===== src/rtl/mem_access_seq_if.sv =====
// Bus bundle between the control unit, the memory access sequencer and RAM.
// Carries the request strobe and attributes (start/rw/size/sgn/addr/wdata),
// the RAM-side handshake and data (MFA/MFC/mem_*), and the results back to
// the datapath (rdata/busy/done/align_trap/tmo_trap).
//   slave  : view taken by mem_access_seq
//   master : view taken by the surrounding control unit / RAM (or a bench)
interface mem_access_seq_if #(
  parameter int unsigned ADDR_W = 8
);
  logic              start;
  logic              rw;
  logic [1:0]        size;
  logic              sgn;
  logic [ADDR_W-1:0] addr;
  logic [31:0]       wdata;
  logic              MFA;
  logic              MFC;
  logic [ADDR_W-1:0] mem_addr;
  logic [31:0]       mem_wdata;
  logic [3:0]        mem_be;
  logic              mem_we;
  logic [31:0]       mem_rdata;
  logic [31:0]       rdata;
  logic              busy;
  logic              done;
  logic              align_trap;
  logic              tmo_trap;

  modport slave (
    input  start, rw, size, sgn, addr, wdata, MFC, mem_rdata,
    output MFA, mem_addr, mem_wdata, mem_be, mem_we, rdata,
           busy, done, align_trap, tmo_trap
  );

  modport master (
    output start, rw, size, sgn, addr, wdata, MFC, mem_rdata,
    input  MFA, mem_addr, mem_wdata, mem_be, mem_we, rdata,
           busy, done, align_trap, tmo_trap
  );
endinterface


===== src/rtl/mem_access_seq.sv =====
// Memory access sequencer between MAR/MDR and RAM.
// One start pulse runs a complete MFA/MFC four-phase handshake with
// byte/halfword/word sizing, big-endian lane steering, load sign/zero
// extension, misalignment trap and MFC timeout trap.
// Ports:
//   Clk  : rising-edge clock
//   Rst  : synchronous active-high reset
//   bus  : mem_access_seq_if.slave (request, RAM handshake/data, results)
module mem_access_seq #(
  parameter int unsigned ADDR_W      = 8,
  parameter int unsigned TIMEOUT_CYC = 15,
  parameter int unsigned CNT_W       = 4
) (
  input logic              Clk,
  input logic              Rst,
  mem_access_seq_if.slave  bus
);

  typedef enum logic [2:0] {
    S_IDLE,
    S_REQ,
    S_DONE,
    S_TRAP,
    S_RELEASE
  } state_t;

  state_t            state_q, state_d;
  logic              rw_q, rw_d;
  logic [1:0]        size_q, size_d;
  logic              sgn_q, sgn_d;
  logic [1:0]        off_q, off_d;
  logic [CNT_W-1:0]  cnt_q, cnt_d;
  logic              mfa_q, mfa_d;
  logic [ADDR_W-1:0] mem_addr_q, mem_addr_d;
  logic [31:0]       mem_wdata_q, mem_wdata_d;
  logic [3:0]        mem_be_q, mem_be_d;
  logic              mem_we_q, mem_we_d;
  logic [31:0]       rdata_q, rdata_d;
  logic              busy_q, busy_d;
  logic              done_q, done_d;
  logic              align_q, align_d;
  logic              tmo_q, tmo_d;

  logic              aligned;
  logic [3:0]        be_req;
  logic [31:0]       wdata_req;
  logic [31:0]       rd_shift;
  logic [31:0]       rd_ext;
  logic [CNT_W-1:0]  cnt_inc;

  // Request decode: alignment check and store lane steering from live inputs.
  always_comb begin
    aligned   = 1'b0;
    be_req    = '0;
    wdata_req = '0;
    case (bus.size)
      2'b00: begin
        aligned   = 1'b1;
        be_req    = 4'b1000 >> bus.addr[1:0];
        wdata_req = {4{bus.wdata[7:0]}};
      end
      2'b01: begin
        aligned   = ~bus.addr[0];
        be_req    = bus.addr[1] ? 4'b0011 : 4'b1100;
        wdata_req = {2{bus.wdata[15:0]}};
      end
      2'b10: begin
        aligned   = (bus.addr[1:0] == 2'b00);
        be_req    = 4'b1111;
        wdata_req = bus.wdata;
      end
      default: aligned = 1'b0;
    endcase
  end

  // Load extraction: shifting left by 8*offset moves the addressed big-endian
  // lane to the top of the word, so one slice serves every offset.
  always_comb begin
    rd_shift = bus.mem_rdata << {off_q, 3'b000};
    case (size_q)
      2'b00:   rd_ext = {{24{sgn_q & rd_shift[31]}}, rd_shift[31:24]};
      2'b01:   rd_ext = {{16{sgn_q & rd_shift[31]}}, rd_shift[31:16]};
      default: rd_ext = rd_shift;
    endcase
  end

  assign cnt_inc = cnt_q + 1'b1;

  always_comb begin
    state_d     = state_q;
    rw_d        = rw_q;
    size_d      = size_q;
    sgn_d       = sgn_q;
    off_d       = off_q;
    cnt_d       = cnt_q;
    mfa_d       = mfa_q;
    mem_addr_d  = mem_addr_q;
    mem_wdata_d = mem_wdata_q;
    mem_be_d    = mem_be_q;
    mem_we_d    = mem_we_q;
    rdata_d     = rdata_q;
    done_d      = 1'b0;
    align_d     = 1'b0;
    tmo_d       = 1'b0;

    case (state_q)
      S_IDLE: begin
        cnt_d = '0;
        if (bus.start) begin
          if (aligned) begin
            rw_d        = bus.rw;
            size_d      = bus.size;
            sgn_d       = bus.sgn;
            off_d       = bus.addr[1:0];
            mem_addr_d  = {bus.addr[ADDR_W-1:2], 2'b00};
            mem_be_d    = be_req;
            mem_we_d    = ~bus.rw;
            mem_wdata_d = wdata_req;
            mfa_d       = 1'b1;
            state_d     = S_REQ;
          end else begin
            align_d = 1'b1;
            state_d = S_TRAP;
          end
        end
      end
      S_REQ: begin
        cnt_d = cnt_inc;
        // MFC is tested first so it wins over a coincident timeout.
        if (bus.MFC) begin
          if (rw_q) begin
            rdata_d = rd_ext;
          end
          mfa_d   = 1'b0;
          done_d  = 1'b1;
          state_d = S_DONE;
        end else if (cnt_inc == CNT_W'(TIMEOUT_CYC)) begin
          mfa_d   = 1'b0;
          tmo_d   = 1'b1;
          state_d = S_RELEASE;
        end
      end
      S_DONE:    state_d = S_RELEASE;
      S_TRAP:    state_d = S_IDLE;
      S_RELEASE: begin
        if (!bus.MFC) begin
          state_d = S_IDLE;
        end
      end
      default:   state_d = S_IDLE;
    endcase

    busy_d = (state_d != S_IDLE);
  end

  always_ff @(posedge Clk) begin
    if (Rst) begin
      state_q     <= S_IDLE;
      rw_q        <= 1'b0;
      size_q      <= '0;
      sgn_q       <= 1'b0;
      off_q       <= '0;
      cnt_q       <= '0;
      mfa_q       <= 1'b0;
      mem_addr_q  <= '0;
      mem_wdata_q <= '0;
      mem_be_q    <= '0;
      mem_we_q    <= 1'b0;
      rdata_q     <= '0;
      busy_q      <= 1'b0;
      done_q      <= 1'b0;
      align_q     <= 1'b0;
      tmo_q       <= 1'b0;
    end else begin
      state_q     <= state_d;
      rw_q        <= rw_d;
      size_q      <= size_d;
      sgn_q       <= sgn_d;
      off_q       <= off_d;
      cnt_q       <= cnt_d;
      mfa_q       <= mfa_d;
      mem_addr_q  <= mem_addr_d;
      mem_wdata_q <= mem_wdata_d;
      mem_be_q    <= mem_be_d;
      mem_we_q    <= mem_we_d;
      rdata_q     <= rdata_d;
      busy_q      <= busy_d;
      done_q      <= done_d;
      align_q     <= align_d;
      tmo_q       <= tmo_d;
    end
  end

  assign bus.MFA        = mfa_q;
  assign bus.mem_addr   = mem_addr_q;
  assign bus.mem_wdata  = mem_wdata_q;
  assign bus.mem_be     = mem_be_q;
  assign bus.mem_we     = mem_we_q;
  assign bus.rdata      = rdata_q;
  assign bus.busy       = busy_q;
  assign bus.done       = done_q;
  assign bus.align_trap = align_q;
  assign bus.tmo_trap   = tmo_q;

endmodule


===== src/flat_wrapper.sv =====
// flat-port wrapper written by rule: the top's interface ports become plain ports
module mem_access_seq_flat 
#(
  parameter int unsigned ADDR_W      = 8,
  parameter int unsigned TIMEOUT_CYC = 15,
  parameter int unsigned CNT_W       = 4
)
  (Clk, Rst, bus_start, bus_rw, bus_size, bus_sgn, bus_addr, bus_wdata, bus_MFC, bus_mem_rdata, bus_MFA, bus_mem_addr, bus_mem_wdata, bus_mem_be, bus_mem_we, bus_rdata, bus_busy, bus_done, bus_align_trap, bus_tmo_trap);
  mem_access_seq_if #(.ADDR_W(ADDR_W)) bus_i ();
  input logic Clk;
  input logic Rst;
  input wire logic [$bits(bus_i.start)-1:0] bus_start;
  input wire logic [$bits(bus_i.rw)-1:0] bus_rw;
  input wire logic [$bits(bus_i.size)-1:0] bus_size;
  input wire logic [$bits(bus_i.sgn)-1:0] bus_sgn;
  input wire logic [$bits(bus_i.addr)-1:0] bus_addr;
  input wire logic [$bits(bus_i.wdata)-1:0] bus_wdata;
  input wire logic [$bits(bus_i.MFC)-1:0] bus_MFC;
  input wire logic [$bits(bus_i.mem_rdata)-1:0] bus_mem_rdata;
  output wire logic [$bits(bus_i.MFA)-1:0] bus_MFA;
  output wire logic [$bits(bus_i.mem_addr)-1:0] bus_mem_addr;
  output wire logic [$bits(bus_i.mem_wdata)-1:0] bus_mem_wdata;
  output wire logic [$bits(bus_i.mem_be)-1:0] bus_mem_be;
  output wire logic [$bits(bus_i.mem_we)-1:0] bus_mem_we;
  output wire logic [$bits(bus_i.rdata)-1:0] bus_rdata;
  output wire logic [$bits(bus_i.busy)-1:0] bus_busy;
  output wire logic [$bits(bus_i.done)-1:0] bus_done;
  output wire logic [$bits(bus_i.align_trap)-1:0] bus_align_trap;
  output wire logic [$bits(bus_i.tmo_trap)-1:0] bus_tmo_trap;
  assign bus_i.start = bus_start;
  assign bus_i.rw = bus_rw;
  assign bus_i.size = bus_size;
  assign bus_i.sgn = bus_sgn;
  assign bus_i.addr = bus_addr;
  assign bus_i.wdata = bus_wdata;
  assign bus_i.MFC = bus_MFC;
  assign bus_i.mem_rdata = bus_mem_rdata;
  assign bus_MFA = bus_i.MFA;
  assign bus_mem_addr = bus_i.mem_addr;
  assign bus_mem_wdata = bus_i.mem_wdata;
  assign bus_mem_be = bus_i.mem_be;
  assign bus_mem_we = bus_i.mem_we;
  assign bus_rdata = bus_i.rdata;
  assign bus_busy = bus_i.busy;
  assign bus_done = bus_i.done;
  assign bus_align_trap = bus_i.align_trap;
  assign bus_tmo_trap = bus_i.tmo_trap;
  mem_access_seq #(.ADDR_W(ADDR_W), .TIMEOUT_CYC(TIMEOUT_CYC), .CNT_W(CNT_W)) u_core (.Clk(Clk), .Rst(Rst), .bus(bus_i));
endmodule

===== config.mk =====
export PLATFORM = sky130hd
export DESIGN_NAME = mem_access_seq_flat
export DESIGN_NICKNAME = d
export VERILOG_FILES = /design/src/rtl/mem_access_seq_if.sv /design/src/rtl/mem_access_seq.sv /design/src/flat_wrapper.sv
export SDC_FILE = /design/constraint.sdc
export NUM_CORES = 1
export LEC_CHECK = 0
export BUFFER_PORTS_ARGS = -buffer_cell sky130_fd_sc_hd__clkbuf_2
export CAP_MARGIN = 25
export CORE_MARGIN = 2
export CORE_UTILIZATION = 50
export CTS_CLUSTER_SIZE = 12
export DETAILED_ROUTE_END_ITERATION = 6
export PLACE_DENSITY = 0.9
export SETUP_SLACK_MARGIN = 0.5
export SLEW_MARGIN = 40
export SYNTH_ARGS = -nofsm -noshare
export SYNTH_HDL_FRONTEND = slang
export SYNTH_SLANG_ARGS = --single-unit

===== constraint.sdc =====
create_clock -name Clk -period 5.2 [get_ports Clk]
set_clock_uncertainty 0.1 [all_clocks]
set_input_delay 0.78 -clock Clk [delete_from_list [all_inputs] [get_ports Clk]]
set_output_delay 0.78 -clock Clk [all_outputs]
set_load 0.05 [all_outputs]

Yosys cells after proc, flatten, opt, wreduce, memory -nomap -nowiden
Cells that the tools add are included.
{"block": "classes", "n_reduce_logical": 12, "eq_ne": 10, "bitwise": 6, "shifts": 2, "add_sub_neg": 1, "muxes": 20}
{"cell": "$pmux 32 s3", "count": 1}
{"cell": "$pmux 32 s2", "count": 1}
{"cell": "$shl 32x5->32", "count": 1}
{"cell": "$mux 3", "count": 4}
{"cell": "$pmux 3 s4", "count": 1}
{"cell": "$pmux 4 s3", "count": 1}
{"cell": "$pmux 4 s2", "count": 1}
{"cell": "$mux 1", "count": 7}
{"cell": "$logic_not 2->1", "count": 3}
{"cell": "$reduce_and 3->1", "count": 2}
{"cell": "$reduce_or 3->1", "count": 2}
{"cell": "$not 1->1", "count": 5}
{"cell": "$add 4x1->4 const B", "count": 1}
{"cell": "$eq 2x1->1 const B", "count": 2}
{"cell": "$eq 4x4->1 const B", "count": 1}
{"cell": "$mux 4", "count": 1}
{"cell": "$reduce_and 4->1", "count": 1}
{"cell": "$shr 4x2->4 const A", "count": 1}
{"cell": "$eq 3x1->1 const B", "count": 1}
{"cell": "$eq 3x2->1 const B", "count": 1}
{"cell": "$eq 3x3->1 const B", "count": 1}
{"cell": "$logic_not 3->1", "count": 1}
{"cell": "$ne 3x2->1 const B", "count": 1}
{"cell": "$pmux 1 s3", "count": 1}
{"cell": "9 further kinds", "count": 9}
{"block": "word_totals", "elab_cells": 67, "regBits": 93}

Longest topological paths before layout
{"block": "depth", "ltp_word": 6, "mapped_depth": 7, "mapped_depth_nobuf": 5}

Least setup slack after synthesis
Ideal clock, no wire load.
{"block": "synth_path", "path_type": "input-to-reg", "startpoint": "input bus_size[0]", "endpoint": "register u_core.mem_be_q[3], in the netlist u_core.bus.mem_be[3]", "slack_ns": 2.962, "cell_stages": 7, "arrival_time_ns": 2.010, "setup_time_ns": 0.128, "t_required_ns": 4.972, "n_path_buf": 3, "cell_sequence": "buf_2 > or3_1 > a21o_1 > buf_6 > buf_6 > a21oi_1 > nor2_1"}
{"block": "synth_between", "elab_chain_cells": 3, "elab_cells_between_ends": 6, "cone_classes": "eq/ne (2); mux (2); reduce/logical (2)"}
{"element": "from (decl)", "line": "flat_wrapper.sv:14", "source": "input wire logic [$bits(bus_i.size)-1:0] bus_size;"}
{"element": "$eq 2x2->1, or another cell as far along", "line": "mem_access_seq.sv:56", "source": "case (bus.size)"}
{"element": "$pmux 1 s3", "line": "mem_access_seq.sv:56"}
{"element": "$reduce_and 3->1 (no line)"}
{"element": "to (signal assigned)", "line": "mem_access_seq.sv:184", "source": "mem_be_q <= mem_be_d;"}
{"element": "to (decl)", "line": "mem_access_seq.sv:36", "source": "logic [3:0] mem_be_q, mem_be_d;"}
Parallel ways exist; a longest one is shown, timed or not.
A chain may end at the register's enable or synchronous reset.

Final worst setup path
{"block": "layout_path", "startpoint": "input bus_size[0]", "endpoint": "register u_core.mem_wdata_q[17], in the netlist u_core.bus.mem_wdata[17]"}
{"block": "layout_between", "elab_chain_cells": 3, "elab_cells_between_ends": 6, "cone_classes": "eq/ne (2); mux (2); reduce/logical (2)"}
{"element": "$eq 2x2->1, or another cell as far along", "line": "mem_access_seq.sv:56"}
{"element": "$pmux 1 s3", "line": "mem_access_seq.sv:56"}
{"element": "$reduce_and 3->1 (no line)"}
{"element": "to (signal assigned)", "line": "mem_access_seq.sv:183", "source": "mem_wdata_q <= mem_wdata_d;"}
{"element": "to (decl)", "line": "mem_access_seq.sv:35", "source": "logic [31:0] mem_wdata_q, mem_wdata_d;"}
Parallel ways exist; a longest one is shown, timed or not.

==> impl_metrics.py <==
metrics = {
    "setup_path": {
        "end_kind": "flop",
        "startpoint_type": "primary input",
        "critPathMaxFanout": 25,
        "path_cells": "clkbuf_2 > or3_1 > a21o_1 > buf_4 > a221oi_1 > nor3_1",
        "path_buf_inv": 2,
        "r2r_cells": 4,
        "critPathKind": "primary input to flop",
        "slowest_stage": "or3_1",
        "cp_num_cells": 6,
        "worst_ep_arrival_time_ns": 2.74,
        "cp_top_family": "compound AO/OA/AOI/OAI gates",
        "required_ns": 5.35,
        "crit_path_max_incr_delay_ns": 0.52,
    },
    "power_and_ir_drop": {
        "ir_drop_mv": 0.1689,
        "power_uw": 1617,
        "seq_power_share_pct": 47.9,
        "p_per_area_mw_per_mm2": 295.0,
        "p_int_uw": 1047,
        "p_sw_uw": 569.2,
        "switching_share_pct": 35.21,
        "combPwrFrac_pct": 22.9,
        "clkPwrFrac_pct": 29.2,
        "power_leakage_uw": 0.002180,
    },
    "placement": {
        "dp_hpwl_um": 9205,
        "routabilityCongestion": 0.9286,
        "port_buffers": 159,
        "placed_area_mm2": 0.005285,
    },
    "clocking": {
        "cts_buffer_depth": 2,
        "cts_tree": "done",
        "cts_buffers": 9,
        "clockRootBuffer": "clkbuf_8",
        "hold_buffers": 0,
        "insertion_delay_ns": 0.36,
        "clkSinkCount": 93,
        "clk_pin_slew_worst_paths_ns": 0.11,
        "cts_setup_buffers": 0,
        "ctsResizeCount": 0,
        "htree_levels": 3,
    },
    "timing": {
        "max_freq_mhz": 386.3,
        "setup_violations": 0,
        "setup-tns-final_ns": 0,
        "rsz0062_at_grt": "false",
        "max_slew_margin_pct": 48.03,
        "slew_viol_final": 0,
        "finalHoldViolCount": 0,
        "tightest_slew_ns": 0.7795,
        "timing.final.crit_share_pct": 49.79,
        "fin_crit_ns": 2.589,
    },
    "die": {
        "row_count": 34,
        "core_mm2": 0.008763,
        "dieWidth_um": 99.19,
        "pin_count": 162,
        "die_area_mm2": 0.009839,
        "initial_core_util_pct": 51.70,
        "die_h_um": 99.19,
    },
    "drt": {
        "drc_errors": 0,
        "post_drt_wl_per_cell_um": 16.68,
        "detail-route-antenna-nets": 0,
        "drtPass1Iterations": 6,
        "routed_wl_um": 12840,
        "via_per_inst": 5.873,
        "drt-initial-drc-count": 281,
        "vias": 4522,
    },
    "logic_synthesis": {
        "yosysSeqAreaShare_pct": 41.09,
        "syn_avg_cell_area_um2": 8.630,
        "synth_top_area_share_pct": 41.09,
        "async_flop_share_pct": 0,
        "synth_area_leader_cell": "dfxtp_1",
        "ys_types": 50,
        "synth_ff_type": "dfxtp_1",
        "synth.area.top_cells": "dfxtp_1 (41%), a211oi_1 (6.5%), nand2_1 (5.7%)",
        "ys_seq_elements": 93,
        "synth_cells": 525,
        "synth-edff-count": 0,
        "yosys_warnings": 0,
        "synthesis.area_mm2": 0.004531,
    },
    "grt": {
        "grt_pass1_vias": 4263,
        "grt_usage_pct": 25.63,
        "grt_first_pass_wirelength_um": 20470,
        "antenna_found_initial": 0,
        "grt_start_max_net_pins": 63,
        "gr-total-overflow": 0,
    },
    "min_path": {
        "hold_class": "flop to flop",
        "hold_depth": 2,
    },
    "run": {
        "maxCapViolations": 0,
    },
    "finish": {
        "diodes": 0,
        "syn_to_final_growth_pct": 20.93,
        "nets": 739,
        "design_area_mm2": 0.005479,
        "drive_gt1_share_pct": 31.42,
    },
    "run_status": {
        "status": "finished, final reports clean",
    },
}
stage by stage:
step | worst slack, ns | utilization, % | hold slack, ns | cells
floorplan | 2.962 | - | 0.3449 | 526
global placement | 2.139 | 59.95 | 0.3410 | 752
detailed placement | 2.202 | 60.31 | 0.3467 | 754
CTS | 2.599 | 62.41 | 0.3620 | 770
global route | 2.488 | 62.52 | 0.3916 | 770
finish | 2.611 | 62.52 | 0.3618 | 770
registers in the layout, indices dropped and copies added (netlist names), 2 cells and up:
signal,count
u_core.size_q,2
u_core.off_q,2
u_core.state_q,3
u_core.bus.mem_addr,6
u_core.bus.rdata,32
u_core.bus.mem_be,4
u_core.bus.mem_wdata,32
u_core.cnt_q,4
synthesized netlist by cell type (all sizes together), types with 5 or more instances:
| master | instances |
|---|---|
| nand3 | 8 |
| a221oi | 8 |
| a31oi | 7 |
| nor3 | 24 |
| buf | 26 |
| nand2 | 69 |
| mux2i | 24 |
| o211ai | 6 |
| nor2b | 5 |
| inv | 8 |
| o21ai | 19 |
| nand3b | 13 |
| a32oi | 9 |
| mux4 | 8 |
| nor2 | 66 |
| a21oi | 33 |
| clkbuf | 20 |
| dfxtp | 93 |
| mux2 | 8 |
| a211oi | 39 |
worst register-to-register path, stage by stage, from the launching register on:
cell	delay, ns
dfxtp_1	0.46
nor3b_2	0.67
nand3_2	0.32
a21oi_2	0.65
a211oi_1	0.17
cells by family (layout without fill, tap and decap cells):
family | after synthesis | after routing | share of synthesized area [%]
muxes | 40 | 40 | 11.27
AOI/OAI and AO/OA | 133 | 133 | 20.11
other | 1 | 2 | 0.08277
buffers and inverters | 55 | 191 | 6.241
adders and majority gates | 2 | 2 | 0.5522
DFF | 93 | 93 | 41.09
and+or+nand+nor | 201 | 201 | 20.66
worst paths after layout:
check / start / to / slack, ns
max: bus_size[0] / u_core.bus.mem_wdata[17] / 2.61
min: u_core.bus.mem_wdata[4] / u_core.bus.mem_wdata[4] / 0.36
max reg2reg: u_core.state_q[0] / u_core.bus.rdata[30] / 2.68
min reg2reg: u_core.bus.mem_wdata[4] / u_core.bus.mem_wdata[4] / 0.36
area by class of cell:
type	instances	area, um2
timing repair buffer	166	863.3
clock buffer	9	123.9
tap	108	135.1
inverter	9	33.78
sequential	93	1863
clock inverter	7	60.06
multi-input combinational	378	2400
fill	761	3284
metal layers:
layer,track usage (%),wire [um],vias up,share of wire (%)
met2,43.09,6344,240,49
met4,11.06,364,0,2.8
met5,0,0,-,0
li1,-,-,2158,-
met1,31.58,4876,2093,38
met3,5.833,1257,31,9.8
power by group through the flow:
stage / Combinational [uW] / Sequential [uW] / Clock [uW]
after CTS: 369 / 774 / 481
final: 370 / 775 / 472
after detailed placement: 367 / 790 / 0
after floorplan: 171 / 885 / 0
after global placement: 355 / 788 / 0
after global routing: 397 / 779 / 511
layout by cell type (no fill, tap or decap), types with 2 or more instances in the layout:
cell type	count
a211oi_1	39
a21oi_1	31
mux2_2	8
a32oi_1	9
ha_1	2
nor2b_1	5
nand3_1	7
buf_4	5
clkbuf_2	158
a21o_1	4
o21ai_1	4
a221oi_1	8
nor2_1	66
nor3_1	24
nand3b_1	13
clkbuf_8	9
mux4_2	8
nand2_1	69
a31oi_1	6
buf_8	2
nand2b_1	2
inv_1	8
inv_6	5
or3_1	3
a311oi_1	4
conb_1	2
mux2i_1	24
dfxtp_1	92
o211ai_1	6
o21ai_0	15
Power figures use the tool's default switching activity.
